--- src/rtl/mycpu_sys_pkg.sv ---
// Shared types and constants for the myCPU system controller: sequencer states,
// default halt mailbox / timeout, and the loader header format.
package mycpu_sys_pkg;

    typedef enum logic [2:0] {
        IDLE  = 3'd0,
        LEN_H = 3'd1,
        LOAD  = 3'd2,
        RUN   = 3'd3,
        DONE  = 3'd4
    } state_e;

    localparam logic [15:0] DEFAULT_HALT_ADDR = 16'hFFFF;
    localparam logic [31:0] DEFAULT_TIMEOUT   = 32'd1000000;

    // Loader header: 16-bit program length sent low byte first, then the program bytes.
    localparam int HDR_BYTE_W = 8;
    localparam int HDR_LEN_W  = 2 * HDR_BYTE_W;

    typedef logic [HDR_LEN_W-1:0] len_t;

    function automatic logic is_loader_state(input state_e s);
        case (s)
            IDLE, LEN_H, LOAD, DONE: return 1'b1;
            default:                 return 1'b0;
        endcase
    endfunction

endpackage

--- src/rtl/mycpu_run_timer.sv ---
// RUN-phase cycle counter with terminal compare; hit flags the last allowed cycle.
module mycpu_run_timer
    import mycpu_sys_pkg::*;
#(
    parameter logic [31:0] LIMIT = DEFAULT_TIMEOUT
) (
    input  logic CLK,
    input  logic RESET,
    input  logic en,
    input  logic clr,
    output logic hit
);

    logic [31:0] cnt_r;

    // Counter: cleared on reset and on RUN entry, advances every RUN cycle
    always_ff @(posedge CLK) begin
        if (RESET) begin
            cnt_r <= 32'd0;
        end else if (clr) begin
            cnt_r <= 32'd0;
        end else if (en) begin
            cnt_r <= cnt_r + 32'd1;
        end
    end

    // Terminal compare; a zero limit means no timeout at all
    always_comb begin
        if (LIMIT != 32'd0) begin
            hit = en && (cnt_r == (LIMIT - 32'd1));
        end else begin
            hit = 1'b0;
        end
    end

endmodule

--- src/rtl/mycpu_boot_ctrl.sv ---
// myCPU system controller: loads a length-prefixed program into RAM with the core
// held in reset, then runs the core until a halt-mailbox write or a cycle timeout.
module mycpu_boot_ctrl
    import mycpu_sys_pkg::*;
#(
    parameter logic [15:0] HALT_ADDR      = DEFAULT_HALT_ADDR,
    parameter logic [31:0] TIMEOUT_CYCLES = DEFAULT_TIMEOUT
) (
    input  logic        CLK,
    input  logic        RESET,
    input  logic        in_valid,
    input  logic [7:0]  in_data,
    output logic        in_ready,
    output logic        cpu_reset,
    input  logic [15:0] cpu_ab,
    input  logic [7:0]  cpu_do,
    input  logic        cpu_rw,
    output logic [7:0]  cpu_di,
    output logic [15:0] mem_addr,
    output logic [7:0]  mem_wdata,
    output logic        mem_we,
    input  logic [7:0]  mem_rdata,
    output logic        running,
    output logic        done,
    output logic        timeout,
    output logic [7:0]  exit_code
);

    state_e      state_r;
    len_t        len_r;
    logic [15:0] load_addr_r;

    logic accept_s;
    logic load_wr_s;
    logic halt_s;
    logic run_entry_s;
    logic tmo_hit_s;
    logic run_en_s;

    // Handshake and sequencing decodes
    always_comb begin
        in_ready    = !RESET && is_loader_state(state_r);
        accept_s    = in_valid && in_ready;
        load_wr_s   = (state_r == LOAD) && accept_s;
        run_en_s    = (state_r == RUN);
        halt_s      = run_en_s && cpu_rw && (cpu_ab == HALT_ADDR);
        // A zero-length header skips LOAD entirely instead of meaning 65536 bytes
        run_entry_s = accept_s &&
                      (((state_r == LEN_H) && ({in_data, len_r[HDR_BYTE_W-1:0]} == 16'd0)) ||
                       ((state_r == LOAD)  && (len_r == 16'd1)));
    end

    mycpu_run_timer #(
        .LIMIT (TIMEOUT_CYCLES)
    ) u_run_timer (
        .CLK   (CLK),
        .RESET (RESET),
        .en    (run_en_s),
        .clr   (run_entry_s),
        .hit   (tmo_hit_s)
    );

    // Memory port mux: loader owns it only on a LOAD handshake cycle
    always_comb begin
        if (load_wr_s) begin
            mem_addr  = load_addr_r;
            mem_wdata = in_data;
            mem_we    = 1'b1;
        end else begin
            mem_addr  = cpu_ab;
            mem_wdata = cpu_do;
            mem_we    = running && cpu_rw && (cpu_ab != HALT_ADDR);
        end
    end

    assign cpu_di = mem_rdata;

    // Sequencer: header parse, program load, run supervision and result capture
    always_ff @(posedge CLK) begin
        if (RESET) begin
            state_r     <= IDLE;
            cpu_reset   <= 1'b1;
            running     <= 1'b0;
            done        <= 1'b0;
            timeout     <= 1'b0;
            exit_code   <= 8'h00;
            load_addr_r <= 16'h0000;
            len_r       <= 16'd0;
        end else begin
            case (state_r)
                IDLE: begin
                    if (accept_s) begin
                        len_r[HDR_BYTE_W-1:0] <= in_data;
                        state_r               <= LEN_H;
                    end
                end
                LEN_H: begin
                    if (accept_s) begin
                        len_r[HDR_LEN_W-1:HDR_BYTE_W] <= in_data;
                        load_addr_r                   <= 16'h0000;
                        if (run_entry_s) begin
                            state_r   <= RUN;
                            cpu_reset <= 1'b0;
                            running   <= 1'b1;
                        end else begin
                            state_r <= LOAD;
                        end
                    end
                end
                LOAD: begin
                    if (accept_s) begin
                        load_addr_r <= load_addr_r + 16'd1;
                        len_r       <= len_r - 16'd1;
                        if (run_entry_s) begin
                            state_r   <= RUN;
                            cpu_reset <= 1'b0;
                            running   <= 1'b1;
                        end
                    end
                end
                RUN: begin
                    // Halt takes priority over a timeout landing in the same cycle
                    if (halt_s) begin
                        exit_code <= cpu_do;
                        done      <= 1'b1;
                        cpu_reset <= 1'b1;
                        running   <= 1'b0;
                        state_r   <= DONE;
                    end else if (tmo_hit_s) begin
                        timeout   <= 1'b1;
                        done      <= 1'b1;
                        cpu_reset <= 1'b1;
                        running   <= 1'b0;
                        state_r   <= DONE;
                    end
                end
                DONE: begin
                    if (accept_s) begin
                        len_r[HDR_BYTE_W-1:0] <= in_data;
                        done                  <= 1'b0;
                        timeout               <= 1'b0;
                        state_r               <= LEN_H;
                    end
                end
                default: begin
                    state_r   <= IDLE;
                    cpu_reset <= 1'b1;
                    running   <= 1'b0;
                end
            endcase
        end
    end

endmodule

--- config.mk ---
export PLATFORM = sky130hd
export DESIGN_NAME = mycpu_boot_ctrl
export DESIGN_NICKNAME = d
export VERILOG_FILES = /design/src/rtl/mycpu_sys_pkg.sv /design/src/rtl/mycpu_run_timer.sv /design/src/rtl/mycpu_boot_ctrl.sv
export SDC_FILE = /design/constraint.sdc
export NUM_CORES = 1
export LEC_CHECK = 0
export CAP_MARGIN = 20
export CORE_AREA = 2 2 115 89
export CTS_BUF_LIST = sky130_fd_sc_hd__clkbuf_8
export DETAILED_ROUTE_END_ITERATION = 8
export DIE_AREA = 0 0 117 91
export GPL_TIMING_DRIVEN = 0
export HOLD_SLACK_MARGIN = 0.03
export PLACE_DENSITY_LB_ADDON = 0.15
export SLEW_MARGIN = 5
export SYNTH_ARGS = -nofsm -noshare
export SYNTH_HDL_FRONTEND = slang
export SYNTH_SLANG_ARGS = --single-unit
export TNS_END_PERCENT = 10
--- constraint.sdc ---
create_clock -name CLK -period 2.65 [get_ports CLK]
set_input_delay 0.265 -clock CLK [delete_from_list [all_inputs] [get_ports CLK]]
set_output_delay 0.265 -clock CLK [all_outputs]
set_load 0.02 [all_outputs]
Word level (Yosys, flattened, before mapping)
Index checks and enable logic that the tools add are counted.
- $add $sub $neg: 3
- muxes and demuxes: 33
- bitwise gates (word level): 1
- reductions and logical operators: 29
- eq/ne operators: 18
- operator list (cell ; count):
    16-bit two-way mux ; 4
    32-bit by 1-bit adder with 32-bit output (second input constant) ; 1
    32-bit by 20-bit equality test with 1-bit output (second input constant) ; 1
    16-bit one-hot mux with 2 select lines ; 1
    8-bit one-hot mux with 2 select lines ; 2
    3-bit two-way mux ; 6
    16-bit by 1-bit adder with 16-bit output (second input constant) ; 1
    16-bit by 1-bit equality test with 1-bit output (second input constant) ; 1
    16-bit equality test (second input constant) ; 1
    16-bit zero test ; 1
    8-bit two-way mux ; 2
    16-bit inequality test (second input constant) ; 1
    16-bit by 1-bit subtractor with 16-bit output (second input constant) ; 1
    1-bit two-way mux ; 13
    2-bit inequality test (second input constant) ; 6
    3-bit one-hot mux with 4 select lines ; 1
    1-bit logical AND ; 11
    3-bit AND reduction ; 3
    4-bit AND reduction ; 2
    3-bit by 2-bit equality test with 1-bit output (second input constant) ; 2
    2-bit by 1-bit inequality test with 1-bit output (second input constant) ; 3
    1-bit one-hot mux with 3 select lines ; 2
    2-bit nonzero test ; 3
    2-bit OR reduction ; 3
    other kinds (11) ; 12
- flip-flop bits (word level): 79

Longest topological paths before layout
- word-level depth: 9
- depth in mapped cells: 9

Hierarchy
Synthesis repeated with hierarchy kept, for this count alone.
- cells, all modules: 608
- area total of the unflattened synthesis: 4541.9 µm²
- by module, submodules not included (module ; instances ; cells an instance ; area an instance (µm²) ; sequential area each (µm²)):
    mycpu_boot_ctrl ; 1 ; 410 ; 2894.0 ; 940.9
    mycpu_run_timer ; 1 ; 198 ; 1647.8 ; 640.6

Worst setup path after synthesis
Ideal clock, no wire load.
- path kind: reg2out
- start point: register state_r[2]
- end point: output port mem_addr[3]
- setup slack: 703 ps
- data required time: 2385 ps
- arrival time: 1682 ps
- stages on the path, launching flop included: 8
- path buffers: 3
- cells stage by stage: dfxtp_1 > buf_2 > nor3b_4 > nor3b_2 > buf_2 > buf_2 > nand2_1 > nand2_1
- cells in the longest elaborated chain, start to end: 7
- elaborated cells on any way between the ends: 10
- classes of those cells: 3 x eq/ne; 2 x mux; 5 x reduce/logical
- RTL lines (item ; RTL line ; text):
    from (decl) ; mycpu_boot_ctrl.sv:29 ; state_e state_r;
    from (signal assigned) ; mycpu_boot_ctrl.sv:81 ; state_r <= IDLE;
    from (signal assigned) ; mycpu_boot_ctrl.sv:94 ; state_r <= LEN_H;
    from (signal assigned) ; mycpu_boot_ctrl.sv:102 ; state_r <= RUN;
    3-bit by 1-bit equality test with 1-bit output, or another cell as far along ; mycpu_sys_pkg.sv:23 ; case (s)
    4-bit OR reduction ; mycpu_sys_pkg.sv:23 ;
    1-bit two-way mux ; mycpu_sys_pkg.sv:23 ;
    1-bit logical AND ; mycpu_boot_ctrl.sv:42 ; in_ready = !RESET && is_loader_state(state_r);
    1-bit logical AND ; mycpu_boot_ctrl.sv:43 ; accept_s = in_valid && in_ready;
    1-bit logical AND * ; mycpu_boot_ctrl.sv:44 ; load_wr_s = (state_r == LOAD) && accept_s;
    16-bit two-way mux * ; mycpu_boot_ctrl.sv:65 ; if (load_wr_s) begin
    to (decl) ; mycpu_boot_ctrl.sv:19 ; output logic [15:0] mem_addr,
Mark *: on every way between the ends. The rest lies on a longest branch, timed or not.

Final worst setup path
- start point: register state_r[2]
- end point: output port mem_wdata[5]
- cells in the longest elaborated chain, start to end: 7
- elaborated cells on any way between the ends: 10
- classes of those cells: 3 x eq/ne; 2 x mux; 5 x reduce/logical
- RTL lines (item ; RTL line ; text):
    3-bit by 1-bit equality test with 1-bit output, or another cell as far along ; mycpu_sys_pkg.sv:23 ;
    4-bit OR reduction ; mycpu_sys_pkg.sv:23 ;
    1-bit two-way mux ; mycpu_sys_pkg.sv:23 ;
    1-bit logical AND ; mycpu_boot_ctrl.sv:42 ;
    1-bit logical AND ; mycpu_boot_ctrl.sv:43 ;
    1-bit logical AND * ; mycpu_boot_ctrl.sv:44 ;
    8-bit two-way mux * ; mycpu_boot_ctrl.sv:65 ;
    to (decl) ; mycpu_boot_ctrl.sv:20 ; output logic [7:0] mem_wdata,
Marked as above.

==> metrics <==
worst reg-to-reg setup slack=130 ps; RSZ-0062 raised after global routing=no; 1st-pass router iterations=5; VDD IR max=0.000499 V; grt ovf=0; top_reg_cell synth=dfxtp_1; relative slew slack=45.7%; clock skew=15.9 ps; # rows=31; post-synthesis async set-or-reset flop share=0%; # IOs=90; wire per inst=15.6 um; CTS tree=yes; Critical Path RT=2380 ps; htree depth=3; Worst-path clk slew=80 ps; Leak=0.00220 uW; placer congestion estimate=0.922; Tot Pwr=3140 uW; vias in the first global route=3,990; CTS buffer count=9; Hold Crit Class=reg -> reg; ANT nets after route=0; status=completed; fin nets=714; first-pass GRT wire length=19,800 um; peak fanout along the critical path=10; hold_buf cts=0; WHS=487 ps; Post-Syn Instances=571; Worst-Margin Slew=808 ps; Post-synth EDFFs=0; final worst path period share=95.2%; FMAX=397 MHz; layout cell share with drive strength beyond 1=8.51%; CTS Root Cell=clkbuf_8; chip width=117 um; vias=4,470; Mapped Avg Cell Area=7.67 sq um; Sink Count=79; synthesis-to-layout area growth=27.0%; CORE AREA=9500 sq um; Max-Cap Viols=0; Tot GR Track Use=23.6%; latest clock arrival within the worst-skew pair=370 ps; min Tclk post-route=2520 ps; Final Setup Violations=0; placed cell areas=5340 sq um; crit path kind=reg -> out; register area=1580 sq um; 1st-iter DRT viols=308; commonest non-fill, non-tap cells in the layout=nand2_1, dfxtp_1, nor2_1; Final Max Slew Viols=0; synthesized flop and latch total=79; Final Hold Fails=0; CP Data Arrival Time=2260 ps; Final HPWL DP=9290 um; largest net degree at the start of global routing=16; Die Y=91 um; critical path launch point type=flip-flop; leading cell type in the layout, fill and taps excluded=nand2_1; Max Root-Sink Buffers=2; Area contributors post-synth=dfxtp_1, nand2_1, nor2_1, xor2_1, nand4_1; Yosys warnings=0; Vias per Instance=5.57; post-synthesis sequential area ratio=36.1%; CP endpoint kind=primary output; area of the mapped netlist=4380 sq um; number of port buffers=80; post-synth top area share=36.1%; Routed Wire Length=12,500 um; starting density of the core=46.1%; DIE AREA=10,600 sq um; setup TNS=0 ps; DR DRC count=0; Cell Pwr Density=565 nW/um^2; Multi-input gate area=2600 sq um; initial antenna violation count=0; Finished Cell Area=5560 sq um; Yosys cell types=62; post-synth top area cell=dfxtp_1; diode count=0; FILL cells=890; synthesized net count=620
## sequential cells by signal, summed over array words and instances, names as in the netlist
name / cells
done: 1
cpu_reset: 1
len_r: 16
load_addr_r: 16
timeout: 1
exit_code: 8
running: 1
state_r: 3
u_run_timer.cnt_r: 32
## critical path, cell delays in order (launching register included)
cell,delay [ps]
dfxtp_1,330
clkbuf_4,190
nor3b_4,200
nor3b_4,230
buf_4,220
buf_4,190
nand2_1,110
nand2_1,90
dlygate4sd2_1,330
## per-layer routing
metal  part of all wire [%]  global-route usage, %
met4                    1.2                   6.57
met3                    8.8                   5.94
met5                      0                      0
met1                     49                   34.9
met2                     41                   33.7
## logic make-up after synthesis
| family | synth area share, % |
|---|---|
| xor+xnor | 7.60 |
| simple gates | 35.6 |
| compound gates | 12.2 |
| mux | 2.29 |
| flops | 36.1 |
| fa+ha+maj | 1.43 |
| buf+inv | 4.69 |
## cells in the mapped netlist, drive strengths merged (11+ instances only)
| cell type | n |
|---|---|
| nand2 | 110 |
| dfxtp | 79 |
| nor2 | 69 |
| a21oi | 31 |
| nand4 | 25 |
| xor2 | 25 |
| buf | 20 |
| nand3 | 20 |
| o21ai | 18 |
| nor3 | 16 |
| clkbuf | 15 |
| xnor2 | 13 |
| nor4 | 11 |
## path summary, 6_finish.rpt
path,start,cells after the start,end
setup / recovery,state_r[2],8,mem_wdata[5]
hold / removal,u_run_timer.cnt_r[1],2,u_run_timer.cnt_r[1]
setup reg to reg,len_r[8],7,u_run_timer.cnt_r[3]
hold reg to reg,u_run_timer.cnt_r[1],2,u_run_timer.cnt_r[1]
## what timing repair did
item | in CTS | in global routing
buffers inserted | 3 | 0
setup endpoints to repair | 25 | 4
resized for setup | 32 | 5
pin swaps | 1 | 0
## layout make-up
| type | count | area share, % |
|---|---|---|
| plain buffers | 35 | 3.56 |
| clock buffers | 9 | 2.23 |
| clock inverters | 7 | 0.991 |
| inverters | 8 | 0.540 |
| multi-input cells | 449 | 46.7 |
| flip-flops and latches | 79 | 28.5 |
| well taps | 132 | 2.97 |
| repair buffers | 83 | 14.5 |
## power by group
group / switching (uW) / internal (uW) / total [uW] / leakage (uW)
combinational: 616 / 378 / 993 / 0.00147
sequential: 60.8 / 1250 / 1310 / 0.000639
clock: 491 / 348 / 838 / 0.0000862
## per-stage QoR
stage	worst slack [ps]	utilization (%)	cells
final	128	58.5	802
after global routing	27.4	58.5	802
after CTS	-98.2	58.4	802
after detailed placement	-515	56.2	783
after global placement	-525	56.2	783
after floorplan	703	-	571
Note: power is estimated with default switching activity, not from simulation.
